`config.mk`:
```
export PLATFORM = sky130hd
export DESIGN_NAME = ibex_register_file_mp
export DESIGN_NICKNAME = d
export VERILOG_FILES = /design/src/rtl/ibex_register_file_mp.sv
export SDC_FILE = /design/constraint.sdc
export NUM_CORES = 2
export LEC_CHECK = 0
export CAP_MARGIN = 40
export CORE_MARGIN = 4
export CORE_UTILIZATION = 36
export DETAILED_ROUTE_END_ITERATION = 6
export GPL_TIMING_DRIVEN = 1
export PLACE_DENSITY = 0.6
export RECOVER_POWER = 25
export SLEW_MARGIN = 10
export SYNTH_ARGS = -nofsm -noshare
export SYNTH_HDL_FRONTEND = slang
export SYNTH_SLANG_ARGS = --single-unit
```
`constraint.sdc`:
```
create_clock -name clk_i -period 3.7 [get_ports clk_i]
set_clock_uncertainty 0.1 [all_clocks]
set_input_delay 1.11 -clock clk_i [delete_from_list [all_inputs] [get_ports clk_i]]
set_output_delay 1.11 -clock clk_i [all_outputs]
set_load 0.02 [all_outputs]
```
`src/rtl/ibex_register_file_mp.sv`:
```
// Flop-based register file: N read ports and 1-2 write ports; reads are combinational (0 cycles), writes land on the next clk_i edge.
// No backpressure; optional same-cycle forwarding, dummy R0 storage and a sticky write-enable error flag.
module ibex_register_file_mp #(
   parameter bit                   RV32E             = 1'b0,
   parameter int unsigned          DataWidth         = 32,
   parameter int unsigned          NumReadPorts      = 2,
   parameter int unsigned          NumWritePorts     = 1,
   parameter bit                   WriteForward      = 1'b0,
   parameter bit                   DummyInstructions = 1'b0,
   parameter bit                   WrenCheck         = 1'b0,
   parameter logic [DataWidth-1:0] WordResetVal      = '0,
   parameter logic [DataWidth-1:0] WordZeroVal       = '0
) (
   input  logic                              clk_i,
   input  logic                              rst_ni,
   input  logic                              dummy_instr_id_i,
   input  logic [NumReadPorts*5-1:0]         raddr_i,
   output logic [NumReadPorts*DataWidth-1:0] rdata_o,
   input  logic [NumWritePorts*5-1:0]        waddr_i,
   input  logic [NumWritePorts*DataWidth-1:0] wdata_i,
   input  logic [NumWritePorts-1:0]          we_i,
   output logic                              err_o
);

   localparam int unsigned NUM_WORDS  = RV32E ? 16 : 32;
   localparam int unsigned ADDR_WIDTH = RV32E ? 4 : 5;

   logic [NUM_WORDS-1:0][DataWidth-1:0]     rf_q, rf_d;
   logic [NumWritePorts-1:0][NUM_WORDS-1:0]  we_dec;
   logic [NumWritePorts-1:0][ADDR_WIDTH-1:0] waddr_t;
   logic [NumReadPorts-1:0][ADDR_WIDTH-1:0]  raddr_t;
   logic [NumReadPorts-1:0][DataWidth-1:0]   rdata_t;
   logic                                     dummy_en;
   logic                                     err_cyc;
   logic                                     err_d, err_q;
   logic                                     unused_in;

   assign dummy_en = DummyInstructions && dummy_instr_id_i;

   // Address truncation drops bit 4 in RV32E; writes below go through the one-hot decode.
   always_comb begin
      waddr_t = '0;
      raddr_t = '0;
      we_dec  = '0;
      for (int w = 0; w < NumWritePorts; w++) begin
         waddr_t[w] = waddr_i[5*w +: ADDR_WIDTH];
         for (int i = 0; i < NUM_WORDS; i++) begin
            we_dec[w][i] = we_i[w] && (waddr_t[w] == ADDR_WIDTH'(i));
         end
      end
      for (int p = 0; p < NumReadPorts; p++) begin
         raddr_t[p] = raddr_i[5*p +: ADDR_WIDTH];
      end
   end

   // Ascending port order lets port 1 override port 0 on an address collision.
   always_comb begin
      rf_d = rf_q;
      for (int w = 0; w < NumWritePorts; w++) begin
         for (int i = 1; i < NUM_WORDS; i++) begin
            if (we_dec[w][i]) rf_d[i] = wdata_i[DataWidth*w +: DataWidth];
         end
         if (dummy_en && we_dec[w][0]) rf_d[0] = wdata_i[DataWidth*w +: DataWidth];
      end
   end

   always_comb begin
      err_cyc = 1'b0;
      for (int w = 0; w < NumWritePorts; w++) begin
         if (RV32E && we_i[w] && waddr_i[5*w+4]) err_cyc = 1'b1;
         if (we_i[w]) begin
            if (($countones(we_dec[w]) != 1) || !we_dec[w][waddr_t[w]]) err_cyc = 1'b1;
         end else if (|we_dec[w]) begin
            err_cyc = 1'b1;
         end
      end
      err_d = err_q | (WrenCheck && err_cyc);
   end

   always_ff @(posedge clk_i or negedge rst_ni) begin
      if (!rst_ni) begin
         rf_q  <= {NUM_WORDS{WordResetVal}};
         err_q <= 1'b0;
      end else begin
         rf_q  <= rf_d;
         err_q <= err_d;
      end
   end

   always_comb begin
      rdata_t = '0;
      for (int p = 0; p < NumReadPorts; p++) begin
         if (raddr_t[p] == '0) begin
            rdata_t[p] = dummy_en ? rf_q[0] : WordZeroVal;
         end else begin
            rdata_t[p] = rf_q[raddr_t[p]];
         end
         if (WriteForward) begin
            for (int w = 0; w < NumWritePorts; w++) begin
               if (we_i[w] && (waddr_t[w] == raddr_t[p]) && ((raddr_t[p] != '0) || dummy_en)) begin
                  rdata_t[p] = wdata_i[DataWidth*w +: DataWidth];
               end
            end
         end
      end
   end

   assign rdata_o   = rdata_t;
   assign err_o     = WrenCheck ? err_q : 1'b0;
   assign unused_in = ^{dummy_instr_id_i, waddr_i, raddr_i};

endmodule

```
==> run summary <==
At the later pin of the worst-skew pair, clock insertion delay measures 720 ps. Part of the Yosys area used for sequential elements: 0.463. For the number of vias in the routed layout, the log shows 37.3k. The post-synthesis instance total came out at 3785. Derived from the worst setup path, the maximum achievable clock frequency is 235 MHz. In this run the tool buffered the top-level ports with 113 buffer cells.

Counting every net in the synthesized netlist gives 3836. The run gives 73 as the count of final max-slew check failures. The largest registers in the layout are rf_q: 992 flops.

The post-route clock period utilization works out to 1.15. For the total global-route track usage, the log shows 0.235. In this run the static leakage power is 0.0299 uW.

The area overhead of the layout relative to synthesis came out at 28.2%. Share of layout cells above drive strength 1: 0.597. The total number of yosys warnings came out at 0. IR analysis of the VDD net gives a maximum drop of 0.372 mV.

The number of max-cap violations is 3, and the shortest clock period the worst path allows after layout is 4250 ps. The top cell type's share of synthesized area was 0.463. Detailed placement finished with a half-perimeter wire length of 116000 um. The quantity of hold-fixing buffers added after cts was 0; the flip-flop count of the largest register after layout was 992. Of all nets on the critical path, the largest fanout is 17. Dividing the detail-routed wire length by the instance count gives 29.7 um.

The starting density of the core was 0.363; the sink count of the clock tree was 992. For this design the top-level I/O count stands at 116. For the worst-case headroom to the max-slew limit, the log shows -0.140. The run gives -549 ps as the least setup slack across all paths after layout.

Largest area contributor in the netlist: dfrtp_1. The tools report the final wirelength as 186000 um. For this run, design rule violations remaining after detail routing come to 0. In this run the power density over the cells is 501 mW/mm^2. Dividing the detail-routed via count by the number of cells gives 5.95. For the placer's final routability congestion estimate, the log shows 0.849.

In this run, synthesis inferred 0 flip-flops with an integrated enable. In this run the worst hold path is classified as reg2reg. The vertical extent of the die was 394 um; the depth of the worst register-to-register path was 1. STA classifies the critical path endpoint as an output port.

The share of flip-flops with an asynchronous set or reset is 1.00, and the core area is 0.148 mm^2. The hold-critical path depth was 1. The die is 394 um wide. The run finished, with violations left.

The die covers 0.155 mm^2. The average instance in the mapped netlist occupies 14.2 um^2. The worst setup path is launched from a primary input. Ranked by total cell area, the synthesized netlist is headed by dfrtp_1 46%, mux2_2 22%, mux4_2 17%. Before CTS, the worst setup slack after placement is -1140 ps.

In this run, CTS created clock tree buffers numbering 111. The global-route wire length before repair came out at 271000 um. The longest clock path from root to sink contains 3 buffers. At the pin with the least slew margin, the transition time is 1710 ps. After global routing the overflow that remains totals 0. The root buffer selected by CTS was clkbuf_16. The detail route stage leaves a number of antenna-violating nets equal to 0. The number of different library cells used by synthesis comes to 43. The run gives 3 as the depth of the CTS H-tree.

The critical path arrival was 3040 ps. The checks that failed: capacitance limit, slew limit, setup timing. The run gives 0 as the hold violation count in the final report. Setup repair after global routing could not meet its margin everywhere.

The number of global-route vias before repair was 38.4k; the register bit total from synthesis was 992. For this block, the initial DRC count from the detailed router was 3267. Among all flip-flop cells after synthesis, the most frequent one is dfrtp_1. TritonCTS built the clock tree. The total iterations of the first detailed-routing run is 5, and the final total negative setup slack is -23720 ps. The final net count is 4298. The number of failing setup endpoints in the final timing report is 64, and the clock transition time at the flip-flop clock pins of the worst setup and hold paths is 60 ps. In this run the core area contains 141 standard-cell rows. Required time of the critical path: 2490 ps.

The largest register by flop count is rf_q. The tools report the post-synth design cell area as 0.0536 mm^2. The finished layout holds 6273 standard cells, fillers aside.

In this run, placement finished with an instance count of 5876. Entering global routing, the biggest net connects 86 pins. The type of the setup path with the least slack is in2out. The tools report the initial antenna violation count as 4.
## synthesized netlist by cell type, types with 2 or more instances
master and number:
mux2_2 1052, dfrtp_1 992, mux4_2 398, nand2_1 194
clkbuf_1 191, mux2i_1 175, buf_2 133, a21oi_1 103
nor2b_1 66, nor2_1 60, a221oi_1 55, nand3_1 47
buf_4 44, o211ai_1 43, nor3_1 39, o21ai_0 39
buf_1 27, o221ai_1 17, o32a_1 17, a22oi_1 16
mux2_1 11, buf_6 10, a31oi_1 7, a21oi_2 6
nand2b_1 6, and3_1 5, a211o_1 4, a311oi_1 4
inv_1 4, a22o_1 3, a41oi_1 3, and2b_1 2
or3_1 2
## timing repair
item | 4_1_cts | 5_1_grt
endpoints found under the hold margin | 0 | 0
setup endpoints to repair | 64 | 64
resized for setup | 498 | 191
gates cloned | 24 | 4
buffers inserted | 128 | 53
pin swaps | 90 | 111
## cell usage in the layout (no fill, tap or decap), drive strengths merged, types with 60 or more instances in the layout
master,count
clkbuf,189
mux2i,175
nor2,60
mux4,398
nor2b,66
dfrtp,992
a21oi,109
buf,686
nand2,194
mux2,1063
## metrics by stage
stage,util,hold WS (ps),total power (uW),area [um^2]
3_3_place_gp,0.411,390,21900,60700
4_1_cts,0.459,221,34300,67900
5_1_grt,0.465,433,35800,68700
2_1_floorplan,-,371,19500,54000
6_report,0.465,422,34400,68700
3_5_place_dp,0.412,406,22100,60900
## worst max-delay path, cell delays in order
cell	delay, ps
buf_6	100
buf_4	360
buf_4	390
mux2i_1	120
buf_4	150
o211ai_1	500
buf_4	250
## report_power, final
group	leakage (uW)	internal, uW	switching (uW)
clock	0.00190	6910	4740
combinational	0.0153	4860	3290
sequential	0.0127	13000	1620
## worst paths after layout
path	from	to	slack, ps
worst min-delay path	rf_q[249]$_DFFE_PN0P_	rf_q[249]$_DFFE_PN0P_	420
worst max-delay path	raddr_i[9]	rdata_o[38]	-550
max in group asynchronous	rst_ni	rf_q[254]$_DFFE_PN0P_	180
min in group asynchronous	rst_ni	rf_q[330]$_DFFE_PN0P_	730
worst min register to register	rf_q[249]$_DFFE_PN0P_	rf_q[249]$_DFFE_PN0P_	420
worst max register to register	rf_q[42]$_DFFE_PN0P_	rf_q[42]$_DFFE_PN0P_	2780
## routing by layer
metal | up-vias | track usage | wire length [um]
li1 | 15400 | - | -
met1 | 20100 | 0.331 | 80000
met2 | 1456 | 0.370 | 86400
met3 | 349 | 0.0383 | 12900
met4 | 2 | 0.0846 | 6780
met5 | - | 0 | 13
## cell type report
type / count / area (um^2)
fillers: 12900 / 79100
multi-input cells: 2382 / 28100
flip-flops and latches: 992 / 24800
repair buffers: 755 / 9490
clock buffers: 163 / 3370
well taps: 1930 / 2410
clock inverters: 44 / 482
inverters: 5 / 21.3
diodes: 2 / 5.00
## cells by family (layout without fill, tap and decap cells)
kind of cell    count (synthesis)  in the layout  synth area share
buf+inv                       411            967            0.0366
simple gates                  427            427            0.0361
mux                          1636           1636             0.423
flops                         992            992             0.463
other cells                     1              3         0.0000700
compound gates                318            318            0.0407
Note: power is estimated with default switching activity, not from simulation.
